$ cat src/rtl/ingress_pacer_pkg.sv
// Shared types and default constants for the ingress pacer and its FIFO.
package ingress_pacer_pkg;

  localparam int PACER_BYTE_W  = 8;
  localparam int PACER_DEPTH   = 4;
  localparam int PACER_GAP     = 5;
  localparam int PACER_CREDITS = 4;

  typedef enum logic {
    IDLE = 1'b0,
    HOLD = 1'b1
  } pacer_state_t;

endpackage

$ cat src/rtl/ingress_pacer_fifo.sv
// pacer_fifo: byte store with natural-wrap pointers; push/pop apply at the same edge, head is combinational.
// The owner guarantees no push when full and no pop when empty.
module pacer_fifo
  import ingress_pacer_pkg::*;
#(
  parameter int DEPTH = PACER_DEPTH,
  parameter int W     = PACER_BYTE_W
) (
  input  logic                       clk,
  input  logic                       rst,
  input  logic                       push,
  input  logic [W-1:0]               push_data,
  input  logic                       pop,
  output logic [W-1:0]               head,
  output logic [$clog2(DEPTH+1)-1:0] level
);

  localparam int AW = $clog2(DEPTH);
  localparam int LW = $clog2(DEPTH + 1);

  logic [W-1:0]  mem [DEPTH];
  logic [AW-1:0] wr_ptr;
  logic [AW-1:0] rd_ptr;
  logic [LW-1:0] count;

  // Storage is left unreset; only pointers and count define what is valid.
  always_ff @(posedge clk) begin
    if (push) begin
      mem[wr_ptr] <= push_data;
    end
  end

  always_ff @(posedge clk or posedge rst) begin
    if (rst) begin
      wr_ptr <= '0;
      rd_ptr <= '0;
      count  <= '0;
    end else begin
      if (push) begin
        wr_ptr <= wr_ptr + 1'b1;
      end
      if (pop) begin
        rd_ptr <= rd_ptr + 1'b1;
      end
      case ({push, pop})
        2'b10:   count <= count + 1'b1;
        2'b01:   count <= count - 1'b1;
        default: count <= count;
      endcase
    end
  end

  assign head  = mem[rd_ptr];
  assign level = count;

endmodule

$ cat src/rtl/ingress_pacer.sv
// ingress_pacer: paces FIFO'd bytes to the splitter as m_valid pulses >= GAP cycles apart; issue one edge after accept.
// s_ready = level < DEPTH (no same-cycle pop credit); INGRESS_PACER_CREDIT_EN enables credit gating.
module ingress_pacer
  import ingress_pacer_pkg::*;
#(
  parameter int DEPTH   = PACER_DEPTH,
  parameter int GAP     = PACER_GAP,
  parameter int CREDITS = PACER_CREDITS
) (
  input  logic                         clk,
  input  logic                         rst,
  input  logic [PACER_BYTE_W-1:0]      s_data,
  input  logic                         s_valid,
  output logic                         s_ready,
  output logic [PACER_BYTE_W-1:0]      m_data,
  output logic                         m_valid,
  input  logic                         credit_ret,
  output logic [$clog2(CREDITS+1)-1:0] credit_cnt,
  output logic [$clog2(DEPTH+1)-1:0]   fifo_level,
  output logic                         err_credit
);

  localparam int LW = $clog2(DEPTH + 1);
  localparam int CW = $clog2(CREDITS + 1);
  localparam int GW = $clog2(GAP);

  localparam logic [LW-1:0] LEVEL_FULL = LW'(DEPTH);
  localparam logic [CW-1:0] CREDIT_MAX = CW'(CREDITS);
  localparam logic [GW-1:0] GAP_LOAD   = GW'(GAP - 1);

  pacer_state_t            state;
  logic [GW-1:0]           gap_cnt;
  logic [PACER_BYTE_W-1:0] head;
  logic                    push;
  logic                    credit_ok;
  logic                    can_issue;
  logic                    issue;

  assign s_ready = (fifo_level < LEVEL_FULL);
  assign push    = s_valid && s_ready;

  pacer_fifo #(
    .DEPTH (DEPTH),
    .W     (PACER_BYTE_W)
  ) u_fifo (
    .clk       (clk),
    .rst       (rst),
    .push      (push),
    .push_data (s_data),
    .pop       (issue),
    .head      (head),
    .level     (fifo_level)
  );

  // Only the last HOLD cycle may re-issue, giving back-to-back pulses exactly GAP apart.
  assign can_issue = (fifo_level != '0) && credit_ok;
  assign issue     = can_issue && ((state == IDLE) || (gap_cnt == '0));

  always_ff @(posedge clk or posedge rst) begin
    if (rst) begin
      state   <= IDLE;
      gap_cnt <= '0;
      m_valid <= 1'b0;
      m_data  <= '0;
    end else begin
      m_valid <= 1'b0;
      case (state)
        IDLE: begin
          if (issue) begin
            m_data  <= head;
            m_valid <= 1'b1;
            gap_cnt <= GAP_LOAD;
            state   <= HOLD;
          end
        end
        HOLD: begin
          if (gap_cnt != '0) begin
            gap_cnt <= gap_cnt - 1'b1;
          end else if (issue) begin
            m_data  <= head;
            m_valid <= 1'b1;
            gap_cnt <= GAP_LOAD;
          end else begin
            state <= IDLE;
          end
        end
        default: state <= IDLE;
      endcase
    end
  end

`ifdef INGRESS_PACER_CREDIT_EN
  logic [CW-1:0] credits;

  assign credit_ok  = (credits != '0);
  assign credit_cnt = credits;

  always_ff @(posedge clk or posedge rst) begin
    if (rst) begin
      credits    <= CREDIT_MAX;
      err_credit <= 1'b0;
    end else begin
      if (credit_ret && (credits == CREDIT_MAX)) begin
        err_credit <= 1'b1;
      end
      case ({issue, credit_ret})
        2'b10:   credits <= credits - 1'b1;
        2'b01:   credits <= (credits == CREDIT_MAX) ? credits : credits + 1'b1;
        default: credits <= credits;
      endcase
    end
  end
`else
  logic unused_credit_ret;

  assign unused_credit_ret = credit_ret;
  assign credit_ok         = 1'b1;
  assign credit_cnt        = CREDIT_MAX;
  assign err_credit        = 1'b0;
`endif

endmodule

$ cat config.mk
export PLATFORM = sky130hd
export DESIGN_NAME = ingress_pacer
export DESIGN_NICKNAME = d
export VERILOG_FILES = /design/src/rtl/ingress_pacer_pkg.sv /design/src/rtl/ingress_pacer_fifo.sv /design/src/rtl/ingress_pacer.sv
export SDC_FILE = /design/constraint.sdc
export NUM_CORES = 1
export LEC_CHECK = 0
export CAP_MARGIN = 30
export CELL_PAD_IN_SITES_DETAIL_PLACEMENT = 1
export CELL_PAD_IN_SITES_GLOBAL_PLACEMENT = 2
export CORE_ASPECT_RATIO = 1.5
export CORE_UTILIZATION = 43
export DETAILED_ROUTE_END_ITERATION = 10
export PLACE_DENSITY = 0.95
export SYNTH_ARGS = -nofsm -noshare
export SYNTH_HDL_FRONTEND = slang
export SYNTH_SLANG_ARGS = --single-unit
$ cat constraint.sdc
create_clock -name clk -period 5.3 [get_ports clk]
set_input_delay 1.06 -clock clk [delete_from_list [all_inputs] [get_ports clk]]
set_output_delay 1.06 -clock clk [all_outputs]
set_load 0.02 [all_outputs]
==> flow_summary.ini <==
[status]
status = finished clean

[final_layout]
drive_gt1_frac = 0.180
instances_no_fill = 216
antennaDiodeCount = 0
area_growth_pct = 16.5
nets = 169

[synthesis]
synthFlopType = edfxtp_1
ys_types = 28
syn_area_per_cell_um2 = 17.5
synth-edff-count = 32
synth_seq_area_share = 0.672
synth_area_leaders = edfxtp_1 44%, dfrtp_1 23%, mux4_2 8.3%, mux2_4 5.5%, ha_1 4.0%
ys_top_cells_by_count = 32 x edfxtp_1, 20 x dfrtp_1, 11 x inv_1, 8 x mux2_4, 8 x mux4_2
syn_inst = 124
async_reset_ff_frac = 0.385
synth_top_area_frac = 0.442
synth.most_common_cell = edfxtp_1
synth_warnings = 0
syn_area_um2 = 2170
ys_ff_latch = 52
yosysTopAreaCell = edfxtp_1

[clocking]
clock_latency_ns = 0.30
ctsResizeCount = 0
clk_pin_slew_ns = 0.09
cts_made_buffers = 5
clock-sinks = 52
cts-htree-levels = 2
hold_buffers = 0
cts_buffer_depth = 2
cts_setup_buffers = 0
cts-root-buf = clkbuf_8
cts_tree = yes

[critical_path]
crit_arrival_ns = 2.86
critPathTopFamily = buffers and inverters
end_kind = flop
cp.required_ns = 5.49
crit_slowest_cell = clkdlybuf4s50_1
crit_path_max_incr_delay_ns = 0.45
cp_max_fo = 8
timing.critical_path.buf_inv = 3
critPathKind = in -> reg
ff2ff_path_depth = 11
critPathMostFrequentCell = inv_1
start_kind = input pin
cp.depth = 9
worstPathCellList = clkdlybuf4s50_1 -> nor2b_1 -> inv_1 -> ha_1 -> inv_1 -> fa_1 -> xor2_1 -> nor2_1 -> xnor2_1

[pwr]
swShare = 0.337
leakage_nw = 0.973
seq_power_share = 0.451
net-switching-power_uw = 481
internal_power_uw = 945
clkPwrFrac = 0.153
power_frac_comb = 0.396
max-vdd-ir-drop_uv = 203
p_per_area_nw_per_um2 = 563

[sta]
holdWs_ns = 0.517
final.setup.tns_ns = 0
max_freq_mhz = 374
finalCriticalPeriod_ns = 2.67
slew_viol_final = 0
tightest_slew_ns = 0.740
hold_viol_final = 0
skew_ns = 0.00666
setup_viol = 0
min_period_over_period = 0.505
slew_headroom = 0.506
rsz0062_at_grt = no

[detailed_routing]
drtAntennaViolNets = 0
wl_um = 3600
drtIter0Drc = 38
vias = 1046
drcViolationCount = 0
post_drt_via_cell_ratio = 4.84
firstDrtPassIters = 4
wl_per_cell_um = 16.7

[floorplanning]
dieArea_um2 = 5350
pin_count = 29
die_h_um = 89.1
core_area_um2 = 4850
start_util = 0.449
fp.dieW_um = 60.1
num_rows = 31

[placement]
portBuffers = 23
place_congestion = 0.654
placedCellCount = 208
place.detailed.hpwl_um = 2710

[global_routing]
grt_pass1_wl_um = 5710
gr-usage-all-layers = 0.154
grt_max_degree = 21
first_global_vias = 1134
antenna_found_initial = 0
overflow = 0

[job]
maxCapViolCount = 0

[hold_path]
min_path_type = reg -> reg
hold_depth = 1
==> kinds of logic after synthesis <==
group	share of synthesized area
other cells	0.00345
xor+xnor	0.0242
flops	0.672
compound gates	0.0104
buf+inv	0.0414
fa+ha+maj	0.0495
simple gates	0.0564
mux	0.143
==> placed cells by master, fill, tap and decap left out, types with 2 or more instances in the layout <==
cell,synthesis,layout
xor2_1,3,3
and2_1,4,4
clkbuf_8,0,5
o21ai_1,2,2
nand2_1,2,2
mux4_2,8,8
edfxtp_1,32,32
ha_1,7,7
clkinv_2,0,2
conb_1,2,4
nand3_1,2,2
xnor2_1,3,3
nor2_1,3,3
inv_1,11,11
mux2_4,8,8
clkdlybuf4s50_1,0,23
dfrtp_1,20,20
==> power by group through the flow <==
stage | clock [mW] | sequential, mW | combinational (mW)
4_1_cts | 0.224 | 0.647 | 0.578
5_1_grt | 0.238 | 0.658 | 0.617
6_report | 0.218 | 0.643 | 0.565
2_1_floorplan | 0 | 0.663 | 0.374
3_5_place_dp | 0 | 0.656 | 0.576
3_3_place_gp | 0 | 0.644 | 0.541
==> metrics by stage <==
| step | total power [mW] | utilization | cell area, um^2 | worst slack (ns) |
|---|---|---|---|---|
| after floorplan | 1.04 | - | 2180 | 2.88 |
| after global placement | 1.18 | 0.505 | 2450 | 2.42 |
| after detailed placement | 1.23 | 0.505 | 2450 | 2.30 |
| after CTS | 1.45 | 0.523 | 2530 | 2.60 |
| after global routing | 1.51 | 0.523 | 2530 | 2.48 |
| final | 1.43 | 0.523 | 2530 | 2.63 |
==> layer usage <==
layer / share of wire / vias to the layer above / global-route usage
met5: 0 / - / 0
met4: 0.014 / 0 / 0.0761
met3: 0.024 / 4 / 0.0260
met2: 0.54 / 19 / 0.259
met1: 0.42 / 544 / 0.190
li1: - / 479 / -
==> flip-flops by register name (all words and copies together) (netlist names) <==
signal and cells:
m_data 8, m_valid 1, u_fifo.mem 32, state 1
u_fifo.level 3, u_fifo.wr_ptr 2, u_fifo.rd_ptr 2, gap_cnt 3
==> path summary, 6_finish.rpt <==
check,start,to,slack [ns]
setup / recovery,s_valid,u_fifo.level[2],2.63
hold / removal,gap_cnt[0],gap_cnt[0],0.52
setup reg to reg,gap_cnt[0],u_fifo.level[2],2.80
hold reg to reg,gap_cnt[0],gap_cnt[0],0.52
max in group asynchronous,rst,u_fifo.wr_ptr[0],3.64
min in group asynchronous,rst,m_data[0],1.18
==> worst register-to-register path, stage by stage, from the launching register on <==
cell,delay [ns]
dfrtp_1,0.40
inv_1,0.07
ha_1,0.14
ha_1,0.14
and2b_1,0.29
nor2_8,0.29
ha_1,0.23
inv_1,0.07
fa_1,0.38
xor2_1,0.15
nor2_1,0.11
xnor2_1,0.14
==> cell type report <==
| type | count | area [um^2] |
|---|---|---|
| inverter | 11 | 41.3 |
| clock buffer | 5 | 68.8 |
| fill | 479 | 2310 |
| multi-input combinational | 56 | 631 |
| sequential | 52 | 1460 |
| timing repair buffer | 23 | 230 |
| clock inverter | 3 | 18.8 |
| tap | 66 | 82.6 |
No activity file was read; power rests on OpenSTA's default activity.
